## src/rtl/cascade_pkg.sv

```systemverilog
// Shared types and width helpers for the cascade classifier stage logic.
// No ports. Provides:
//   acc_width()  accumulator width needed to sum max_wc leaves of w_leaf bits
//   leaf_t, acc_t, thr_t, stg_t   default-configuration scalar types
//   result_t     {ch, result, stage} decision record handed to the scheduler
package cascade_pkg;

    localparam int CASCADE_W_LEAF            = 13;
    localparam int CASCADE_MAX_WEAKCOUNT     = 211;
    localparam int CASCADE_STAGE_NUM         = 25;
    localparam int CASCADE_W_STAGE_THRESHOLD = 11;
    localparam int CASCADE_N_CH              = 4;

    // Growth of log2(count) bits guarantees that no sum of leaves can overflow.
    function automatic int acc_width(input int w_leaf, input int max_wc);
        return w_leaf + $clog2(max_wc);
    endfunction

    localparam int CASCADE_W_CH  = (CASCADE_N_CH > 1) ? $clog2(CASCADE_N_CH) : 1;
    localparam int CASCADE_W_STG = $clog2(CASCADE_STAGE_NUM);
    localparam int CASCADE_W_ACC = acc_width(CASCADE_W_LEAF, CASCADE_MAX_WEAKCOUNT);

    typedef logic signed [CASCADE_W_LEAF-1:0]            leaf_t;
    typedef logic signed [CASCADE_W_ACC-1:0]             acc_t;
    typedef logic signed [CASCADE_W_STAGE_THRESHOLD-1:0] thr_t;
    typedef logic        [CASCADE_W_STG-1:0]             stg_t;

    typedef struct packed {
        logic [CASCADE_W_CH-1:0] ch;
        logic                    result;
        stg_t                    stage;
    } result_t;

endpackage

```

## src/rtl/stage_threshold_rf.sv

```systemverilog
// Stage threshold register file: STAGE_NUM entries of W_STAGE_THRESHOLD bits.
// Contents are deliberately not reset; software loads them before use.
// Ports:
//   clk        clock
//   wr_en_i    write strobe (ignored when wr_addr_i is out of range)
//   wr_addr_i  write index
//   wr_data_i  write data
//   rd_addr_i  combinational read index
//   rd_data_o  combinational read data (reflects writes from the next cycle on)
module stage_threshold_rf #(
    parameter int STAGE_NUM         = 25,
    parameter int W_STAGE_THRESHOLD = 11,
    parameter int W_STG             = $clog2(STAGE_NUM)
) (
    input  logic                         clk,
    input  logic                         wr_en_i,
    input  logic [W_STG-1:0]             wr_addr_i,
    input  logic [W_STAGE_THRESHOLD-1:0] wr_data_i,
    input  logic [W_STG-1:0]             rd_addr_i,
    output logic [W_STAGE_THRESHOLD-1:0] rd_data_o
);

    logic [W_STAGE_THRESHOLD-1:0] mem_q [STAGE_NUM];
    logic                         addr_ok;

    // Compare in one extra bit so the check stays meaningful when STAGE_NUM is 2**W_STG.
    assign addr_ok = {1'b0, wr_addr_i} < (W_STG+1)'(STAGE_NUM);

    always_ff @(posedge clk) begin
        if (wr_en_i && addr_ok) mem_q[wr_addr_i] <= wr_data_i;
    end

    assign rd_data_o = mem_q[rd_addr_i];

endmodule

```

## src/rtl/stage_accum_mc.sv

```systemverilog
// Multi-channel cascade stage accumulator.
// Sums signed leaf values per interleaved window channel; on the last leaf of a
// stage compares the sum with that channel's current stage threshold and either
// advances the channel to its next stage or emits a reject/accept decision
// through a one-entry output register.
// Optional feature: define STAGE_ACCUM_MC_DEPTH_OUT_EN to add result_stage.
// Ports:
//   clk, rst                         clock, synchronous active-high reset
//   din_valid/din_ready              leaf beat handshake
//   din_data, din_ch, din_eot        signed leaf, channel, last-leaf-of-stage flag
//   cfg_we, cfg_addr, cfg_data       threshold write port
//   result_valid/result_ready        decision handshake
//   result, result_ch                1 = passed all stages, channel of decision
//   result_stage (optional)          stage index at which the decision was taken
module stage_accum_mc
    import cascade_pkg::*;
#(
    parameter int W_LEAF            = 13,
    parameter int MAX_WEAKCOUNT     = 211,
    parameter int STAGE_NUM         = 25,
    parameter int W_STAGE_THRESHOLD = 11,
    parameter int N_CH              = 4,
    localparam int W_CH  = (N_CH > 1) ? $clog2(N_CH) : 1,
    localparam int W_STG = $clog2(STAGE_NUM),
    localparam int W_ACC = acc_width(W_LEAF, MAX_WEAKCOUNT)
) (
    input  logic                         clk,
    input  logic                         rst,
    input  logic                         din_valid,
    output logic                         din_ready,
    input  logic [W_LEAF-1:0]            din_data,
    input  logic [W_CH-1:0]              din_ch,
    input  logic                         din_eot,
    input  logic                         cfg_we,
    input  logic [W_STG-1:0]             cfg_addr,
    input  logic [W_STAGE_THRESHOLD-1:0] cfg_data,
    output logic                         result_valid,
    input  logic                         result_ready,
    output logic                         result,
`ifdef STAGE_ACCUM_MC_DEPTH_OUT_EN
    output logic [W_STG-1:0]             result_stage,
`endif
    output logic [W_CH-1:0]              result_ch
);

    logic [N_CH-1:0][W_ACC-1:0] acc_q, acc_d;
    logic [N_CH-1:0][W_STG-1:0] stg_q, stg_d;

    logic                       res_vld_q, res_vld_d;
    logic                       res_q, res_d;
    logic [W_CH-1:0]            res_ch_q, res_ch_d;
    logic [W_STG-1:0]           res_stg_q, res_stg_d;

    logic                         ch_ok, beat, reject, last, decide;
    logic [W_STG-1:0]             cur_stg;
    logic [W_STAGE_THRESHOLD-1:0] th_rd;
    logic signed [W_ACC-1:0]      cur_acc, leaf_x, thr_x, sum;

    // A new beat may enter whenever the output slot is empty or being drained.
    assign din_ready = !res_vld_q || result_ready;

    // Out-of-range channels are accepted but must not touch any state.
    assign ch_ok   = {1'b0, din_ch} < (W_CH+1)'(N_CH);
    assign beat    = din_valid && din_ready && ch_ok;
    assign cur_stg = ch_ok ? stg_q[din_ch] : '0;
    assign cur_acc = ch_ok ? $signed(acc_q[din_ch]) : '0;

    stage_threshold_rf #(
        .STAGE_NUM         (STAGE_NUM),
        .W_STAGE_THRESHOLD (W_STAGE_THRESHOLD),
        .W_STG             (W_STG)
    ) u_th_rf (
        .clk       (clk),
        .wr_en_i   (cfg_we),
        .wr_addr_i (cfg_addr),
        .wr_data_i (cfg_data),
        .rd_addr_i (cur_stg),
        .rd_data_o (th_rd)
    );

    assign leaf_x = {{(W_ACC-W_LEAF){din_data[W_LEAF-1]}}, din_data};
    assign thr_x  = {{(W_ACC-W_STAGE_THRESHOLD){th_rd[W_STAGE_THRESHOLD-1]}}, th_rd};
    assign sum    = cur_acc + leaf_x;
    assign reject = sum < thr_x;
    assign last   = cur_stg == W_STG'(STAGE_NUM-1);
    assign decide = beat && din_eot && (reject || last);

    // Per-channel accumulator and stage pointer update.
    always_comb begin
        acc_d = acc_q;
        stg_d = stg_q;
        if (beat) begin
            if (!din_eot) begin
                acc_d[din_ch] = sum;
            end else begin
                acc_d[din_ch] = '0;
                // Decision taken (reject or final accept) restarts the window at stage 0.
                stg_d[din_ch] = (reject || last) ? '0 : cur_stg + 1'b1;
            end
        end
    end

    // One-entry output register; holds its contents until drained.
    always_comb begin
        res_vld_d = res_vld_q && !result_ready;
        res_d     = res_q;
        res_ch_d  = res_ch_q;
        res_stg_d = res_stg_q;
        if (decide) begin
            res_vld_d = 1'b1;
            res_d     = !reject;
            res_ch_d  = din_ch;
            res_stg_d = cur_stg;
        end
    end

    always_ff @(posedge clk) begin
        if (rst) begin
            acc_q     <= '0;
            stg_q     <= '0;
            res_vld_q <= 1'b0;
            res_q     <= 1'b0;
            res_ch_q  <= '0;
            res_stg_q <= '0;
        end else begin
            acc_q     <= acc_d;
            stg_q     <= stg_d;
            res_vld_q <= res_vld_d;
            res_q     <= res_d;
            res_ch_q  <= res_ch_d;
            res_stg_q <= res_stg_d;
        end
    end

    assign result_valid = res_vld_q;
    assign result       = res_q;
    assign result_ch    = res_ch_q;

`ifdef STAGE_ACCUM_MC_DEPTH_OUT_EN
    assign result_stage = res_stg_q;
`else
    // Stage is tracked regardless so both builds share one datapath.
    logic unused_stg;
    assign unused_stg = ^res_stg_q;
`endif

endmodule

```

## config.mk

```make
export PLATFORM = sky130hd
export DESIGN_NAME = stage_accum_mc
export DESIGN_NICKNAME = d
export VERILOG_FILES = /design/src/rtl/cascade_pkg.sv /design/src/rtl/stage_threshold_rf.sv /design/src/rtl/stage_accum_mc.sv
export SDC_FILE = /design/constraint.sdc
export NUM_CORES = 1
export LEC_CHECK = 0
export CAP_MARGIN = 20
export CORE_AREA = 2 2 216 154
export DETAILED_ROUTE_END_ITERATION = 8
export DIE_AREA = 0 0 218 156
export GPL_TIMING_DRIVEN = 1
export PLACE_DENSITY_LB_ADDON = 0.15
export SYNTH_ARGS = -nofsm -noshare
export SYNTH_HDL_FRONTEND = slang
export SYNTH_SLANG_ARGS = --single-unit
```

## constraint.sdc

```tcl
create_clock -name clk -period 9.5 [get_ports clk]
set_input_delay 1.9 -clock clk [delete_from_list [all_inputs] [get_ports clk]]
set_output_delay 1.9 -clock clk [all_outputs]
set_load 0.1 [all_outputs]
```

==> results of run 1 <==
per-layer routing:
| layer | up-vias | GRT usage |
|---|---|---|
| met5 | - | 0 |
| met2 | 331 | 0.344 |
| li1 | 4649 | - |
| met4 | 0 | 0.0512 |
| met3 | 51 | 0.0374 |
| met1 | 5231 | 0.383 |
critical path, delay by kind of cell:
| family | cells | cell delay, ns |
|---|---|---|
| simple gates | 5 | 0.66 |
| fa+ha+maj | 3 | 1.02 |
| compound gates | 10 | 2.24 |
| mux | 2 | 1.03 |
| xor+xnor | 1 | 0.26 |
| buf+inv | 2 | 0.55 |
logic make-up after synthesis:
kind of cell / synth area share
and+or+nand+nor: 0.0883
AOI/OAI and AO/OA: 0.0699
xor gates and xnor gates: 0.0115
buffers and inverters: 0.0239
DFF: 0.621
adders and majority gates: 0.0325
muxes: 0.153
state kept, by name (all words and copies together) (netlist names):
| register | cells |
|---|---|
| result_valid | 1 |
| u_th_rf.mem_q | 275 |
| stg_q | 20 |
| result | 1 |
| result_ch | 2 |
| acc_q | 84 |
final timing paths:
check / end
setup / recovery: stg_q[18]
hold / removal: acc_q[53]
setup reg to reg: stg_q[18]
hold reg to reg: acc_q[53]
layout make-up:
cell class | instances | area (µm²) | share of cell area
clock buffer | 47 | 1020 | 0.0538
timing repair buffer | 77 | 686 | 0.0363
inverter | 17 | 66.3 | 0.00351
clock inverter | 22 | 185 | 0.00980
tap | 427 | 534 | 0.0283
sequential | 383 | 10400 | 0.551
multi-input combinational | 721 | 5990 | 0.317
cell usage after synthesis, drive strengths merged, types with 17 or more instances:
| cell type | number |
|---|---|
| edfxtp | 275 |
| inv | 17 |
| mux4 | 95 |
| mux2i | 36 |
| nand3 | 35 |
| a22oi | 17 |
| dfxtp | 108 |
| ha | 42 |
| nor2 | 89 |
| nand2 | 133 |
| clkbuf | 47 |
| buf | 22 |
| a21oi | 77 |
| o21ai | 49 |
power by group through the flow:
stage / clock [mW] / sequential, mW / combinational, mW
2_1_floorplan: 0 / 1.86 / 0.171
3_3_place_gp: 0 / 1.86 / 0.264
3_5_place_dp: 0 / 1.86 / 0.271
4_1_cts: 1.50 / 1.82 / 0.273
5_1_grt: 1.56 / 1.82 / 0.296
6_report: 1.47 / 1.82 / 0.273
placed cells by master (no fill, tap or decap), types with 16 or more instances in the layout:
cell	netlist	layout
sky130_fd_sc_hd__inv_1	16	16
sky130_fd_sc_hd__mux2i_1	36	36
sky130_fd_sc_hd__a22oi_1	17	17
sky130_fd_sc_hd__a21oi_1	76	76
sky130_fd_sc_hd__nor2_1	89	84
sky130_fd_sc_hd__nand2_1	133	133
sky130_fd_sc_hd__clkdlybuf4s50_1	0	38
sky130_fd_sc_hd__mux4_2	91	90
sky130_fd_sc_hd__buf_4	1	35
sky130_fd_sc_hd__dfxtp_1	108	108
sky130_fd_sc_hd__o21ai_0	45	45
sky130_fd_sc_hd__edfxtp_1	275	275
sky130_fd_sc_hd__nand3_1	35	35
sky130_fd_sc_hd__ha_1	42	42
sky130_fd_sc_hd__clkbuf_16	0	39
stage by stage:
stage                     instances  area (µm²)  hold WS, ns  setup WS [ns]
after global placement         1623       17700        0.438           1.78
after floorplan                1190       16800        0.433           2.09
after global routing           1694       18900        0.470           1.67
after detailed placement       1624       17700        0.446           1.73
after CTS                      1693       18900        0.454           2.23
final                          1694       18900        0.452           2.19
==> flow_summary_export.csv, run 1 <==
group,metric,value,unit
logic_synthesis,syn_area_per_cell,14.1,µm²
logic_synthesis,synth.net_count,1270,
place,gp_congestion,0.833,
critical_path,critical_path_arrival,7.69,ns
die,fp.dieArea,0.0340,mm²
power_and_ir_drop,ir_drop,0.000108,V
critical_path,crit_path_start_kind,"input pin",
layout,fillers,2548,
logic_synthesis,asyncSetResetFlopFracSynth,0,
logic_synthesis,synth.cell_area,0.0168,mm²
logic_synthesis,synth_top_area_cells,"sky130_fd_sc_hd__edfxtp_1 (49%), sky130_fd_sc_hd__dfxtp_1 (13%), sky130_fd_sc_hd__mux4_2 (12%)",
clocking,cts-buffers-inserted,38,
worst_hold_path,whs_path_depth,2,
layout,flow.area_growth_from_synthesis,12.6,%
die,top_level_ports,42,
logic_synthesis,yosys.area.top_type_share,0.492,
critical_path,worst_setup_path_end_kind,"flip-flop",
sta,fin_crit_sh,0.769,
route,via_per_inst,6.06,
run_status,status,"complete, no violations",
sta,timing_hold_violations_final,0,
worst_hold_path,min-delay-start,"acc_q[53]",
power_and_ir_drop,comb_power_share,0.076,
sta,max_freq,137,MHz
route,drt_iter0_drc,1060,
critical_path,worstSetupPathType,"in -> reg",
route,finalWirelength,39900,µm
place,dp_hpwl,25400,µm
critical_path,crit_path_max_incr_delay,0.58,ns
layout,diodes,0,
layout,drive_above_1_share,0.164,
critical_path,ff2ff_setup_slack,3.85,ns
global_route,global_route.usage.total,0.239,
power_and_ir_drop,net_switching_power_of_the_design,810,µW
logic_synthesis,synth-edff-count,275,
power_and_ir_drop,seq_power_share,0.511,
clocking,cts_sinks,383,
layout,nets,1318,
die,coreArea,0.0319,mm²
clocking,cts_setup_buffers,0,
power_and_ir_drop,cellPowerDensity,189,mW/mm²
logic_synthesis,postSynth.topFlopCell,"sky130_fd_sc_hd__edfxtp_1",
route,drt_drc_violations_left,0,
die,die-width,218,µm
logic_synthesis,netlist_instances,1190,
global_route,grt_antenna_before_repair,0,
sta,final.setup_skew,0.00852,ns
sta,worst_slew_margin_rel,0.337,
sta,worst_slew_pin_slew,0.992,ns
critical_path,cp_max_fo,24,
power_and_ir_drop,total_leakage_power,6.26,nW
critical_path,r2r_start,"acc_q[63]",
power_and_ir_drop,clockPowerShare,0.413,
critical_path,cp_slowest_cell,"sky130_fd_sc_hd__mux4_2",
run,maxCapViolations,0,
route,ant_nets,0,
die,start_util,0.526,
clocking,clkLatencyLatePin,0.54,ns
sta,timing.final.max_slew_violations,0,
sta,finalWorstPathRequiredPeriod,7.31,ns
power_and_ir_drop,sw_ratio,0.227,
clocking,ctsHtreeMaxLevel,2,
logic_synthesis,yosysWarnings,0,
clocking,cts_tree,"done",
worst_hold_path,holdCritPathClass,"reg -> reg",
global_route,globalRoute.totalOverflow,0,
clocking,cts.clk_slew.worst_paths,0.06,ns
route,detailroute.wirelength.met3,2780,µm
route,routed_wire_length_per_instance,23.6,µm
route,met2_length,17400,µm
global_route,pin_count_of_the_biggest_net_entering_global_routing,88,
power_and_ir_drop,internal_portion_of_total_power,2.76,mW
route,drt-pass1-iter-count,5,
sta,grt_setup_unrepaired,"no",
place,place.port_buffers,41,
critical_path,critical_path.cell_chain,"buf_2, mux4_2, ha_1, fa_1, a21o_1, a21oi_1, o21ai_0, a41o_1, a21oi_1, o211ai_1, a21oi_1, xnor2_1, inv_1, ha_1, nand4_1, nor2_1, nand3_1, nor2_1, o21ai_2, o21ai_2, mux2_4, a32oi_1, nor2_1",
layout,finalCoreUtilization,0.592,
logic_synthesis,ys_seq_elements,383,
clocking,cts-resized-gates,0,
die,die_height,156,µm
critical_path,worst_ep_required_time,9.88,ns
die,row_count,55,
logic_synthesis,synthDistinctLibCells,66,
clocking,cts_root_buffer,"sky130_fd_sc_hd__clkbuf_16",
sta,tns,0,ns
critical_path,r2r.worst_path.cells,22,
route,dr_total_vias,10300,
clocking,cts_hold_repair.buffers,0,
critical_path,critical_path_source,"din_ch[1]",
global_route,number_of_global_route_vias_before_repair,9901,
route,wirelength_met1,19200,µm
sta,final_setup_violation_count,0,
clocking,clockBufferDepth,3,
logic_synthesis,synth-seq-area-share,0.621,
logic_synthesis,yosysTopAreaCell,"sky130_fd_sc_hd__edfxtp_1",
route,highest-signal-layer,"met4",
global_route,grt_pass1_wl,60300,µm
power_and_ir_drop,total_power,3.57,mW
(Power assumes the default switching activity.)
==> run 2, diff against run 1 <==
==> constraint.sdc (replaced) <==
create_clock -name clk -period 7.65 [get_ports clk]
set_input_delay 1.53 -clock clk [delete_from_list [all_inputs] [get_ports clk]]
set_output_delay 1.53 -clock clk [all_outputs]
set_load 0.1 [all_outputs]
==> run 2 against run 1 <==
Against the previous run:
- wire length decreased by 1.7%
- sequential power increased by 24%
- clock skew increased by 0.0042 ns
- critical path type unchanged
- largest cell class unchanged
==> flow_summary_export.csv, run 2 (synthesis gave the netlist of run 1 again) <==
group,metric,value,unit
power_and_ir_drop,cellPowerDensity,232,mW/mm²
critical_path,crit_path_start_kind,"input pin",
place,place.port_buffers,41,
critical_path,kind_of_cell_adding_the_most_delay_to_the_critical_path,"compound AO/OA/AOI/OAI gates",
clocking,ctsHtreeMaxLevel,2,
sta,timing_hold_violations_final,0,
critical_path,critical_path_arrival,6.91,ns
power_and_ir_drop,ir_drop,0.000150,V
layout,leading_cell_type_in_the_layout_fill_and_taps_excluded,"sky130_fd_sc_hd__edfxtp_1",
critical_path,cp_slowest_cell,"sky130_fd_sc_hd__mux4_2",
route,drt_drc_violations_left,0,
place,post_place_instance_area,0.0177,mm²
sta,grt_setup_unrepaired,"no",
die,fp.dieArea,0.0340,mm²
clocking,cts_sinks,383,
clocking,cts-resized-gates,0,
global_route,top_usage_layer,"met1",
power_and_ir_drop,total_leakage_power,6.27,nW
sta,postLayoutSetupSlackWorst,1.12,ns
die,die_height,156,µm
global_route,grt_pass1_wl,59500,µm
run_status,status,"complete, no violations",
die,start_util,0.526,
global_route,number_of_global_route_vias_before_repair,9748,
route,drt-pass1-iter-count,6,
global_route,gr-usage-met1,0.383,
die,top_level_ports,42,
layout,largest_register_ffs,275,
route,ant_nets,0,
sta,worst_slew_margin_rel,0.318,
place,gp_congestion,0.877,
layout,flow.area_growth_from_synthesis,12.5,%
sta,finalWorstPathRequiredPeriod,6.53,ns
sta,final_setup_violation_count,0,
route,via_per_inst,6.00,
global_route,gr-usage-met3,0.0370,
layout,multi_input_comb_area,0.00598,mm²
layout,drive_above_1_share,0.164,
layout,final_cells,1697,
critical_path,number_of_cells_on_the_critical_path,23,
worst_hold_path,whs_path_depth,2,
layout,nets,1322,
critical_path,worstSetupPathType,"in -> reg",
clocking,cts_setup_buffers,0,
clocking,cts.clk_slew.worst_paths,0.06,ns
clocking,clockBufferDepth,3,
layout,diodes,0,
sta,max_freq,153,MHz
worst_hold_path,holdCritPathClass,"reg -> reg",
global_route,grt_antenna_before_repair,0,
route,finalWirelength,39200,µm
layout,most-common-layout-cells,"sky130_fd_sc_hd__edfxtp_1 (275), sky130_fd_sc_hd__nand2_1 (133), sky130_fd_sc_hd__dfxtp_1 (108)",
sta,worst_slew_pin_slew,1.02,ns
sta,tns,0,ns
layout,fin_area,0.0189,mm²
critical_path,worst_ep_required_time,8.03,ns
sta,final.setup_skew,0.0128,ns
critical_path,r2r.worst_path.cells,22,
layout,finalCoreUtilization,0.592,
sta,fin_crit_sh,0.854,
global_route,globalRoute.totalOverflow,0,
die,row_count,55,
die,die-width,218,µm
global_route,pin_count_of_the_biggest_net_entering_global_routing,61,
critical_path,cp_common_cell,"sky130_fd_sc_hd__a21oi_1",
layout,top_register,"u_th_rf.mem_q",
place,dp_hpwl,25400,µm
route,dr_total_vias,10200,
layout,regArea,0.0104,mm²
clocking,cts-buffers-inserted,38,
place,pre_cts_slack,0.719,ns
clocking,clkLatencyLatePin,0.53,ns
clocking,cts_tree,"done",
power_and_ir_drop,total_power,4.37,mW
clocking,cts_hold_repair.buffers,0,
die,coreArea,0.0319,mm²
route,routed_wire_length_per_instance,23.1,µm
global_route,global_route.usage.total,0.234,
sta,worst_hold_slack,0.454,ns
global_route,use_met2,0.330,
route,drt_iter0_drc,1211,
run,maxCapViolations,0,
critical_path,cp_max_fo,24,
place,placed_cells_incl_taps,1629,
layout,fillers,2527,
critical_path,crit_path_max_incr_delay,0.55,ns
clocking,cts_root_buffer,"sky130_fd_sc_hd__clkbuf_16",
critical_path,critical_path.cell_chain,"buf_2, mux4_2, ha_1, fa_1, a21o_1, a21oi_1, o21ai_0, a41o_1, a21oi_1, o211ai_1, a21oi_1, xnor2_1, inv_1, ha_1, nand4_1, nor2_1, nand3_1, o21ai_0, a31oi_1, o21ai_2, mux2_4, a32oi_1, nor2_1",
critical_path,worst_setup_path_end_kind,"flip-flop",
critical_path,critPathBufInv,2,
layout,layout_top_registers,"u_th_rf.mem_q (275), acc_q (84), stg_q (20)",
sta,timing.final.max_slew_violations,0,
[run 2: final timing paths]
path	from	end	slack, ns
worst min-delay path	acc_q[71]	acc_q[71]	0.45
worst max-delay path	din_ch[1]	stg_q[18]	1.12
worst min register to register	acc_q[71]	acc_q[71]	0.45
worst max register to register	acc_q[21]	stg_q[18]	2.23
[run 2: tightest hold or removal path, stage by stage (launching register included)]
cell	delay, ns
sky130_fd_sc_hd__dfxtp_1	0.31
sky130_fd_sc_hd__nand2_1	0.05
sky130_fd_sc_hd__a21oi_1	0.05
[run 2: final cells by class]
type / count / area share
Multi-Input combinational cell: 721 / 0.317
Inverter: 17 / 0.00351
Clock buffer: 50 / 0.0561
Timing Repair Buffer: 81 / 0.0375
Sequential cell: 383 / 0.552
Tap cell: 427 / 0.0283
Clock inverter: 18 / 0.00616
[run 2: power breakdown]
group	internal [mW]	switching (mW)	leakage, nW
clock	1.01	0.764	0.581
combinational	0.127	0.209	2.34
sequential	2.25	0.0105	3.35
total	3.39	0.984	6.27
[run 2: routing by layer]
layer / wire, µm / vias to the layer above / share of wire
met1: 19500 / 5159 / 0.50
met3: 2680 / 44 / 0.068
met2: 16600 / 331 / 0.42
met5: 0 / - / 0
li1: - / 4654 / -
met4: 431 / 0 / 0.011
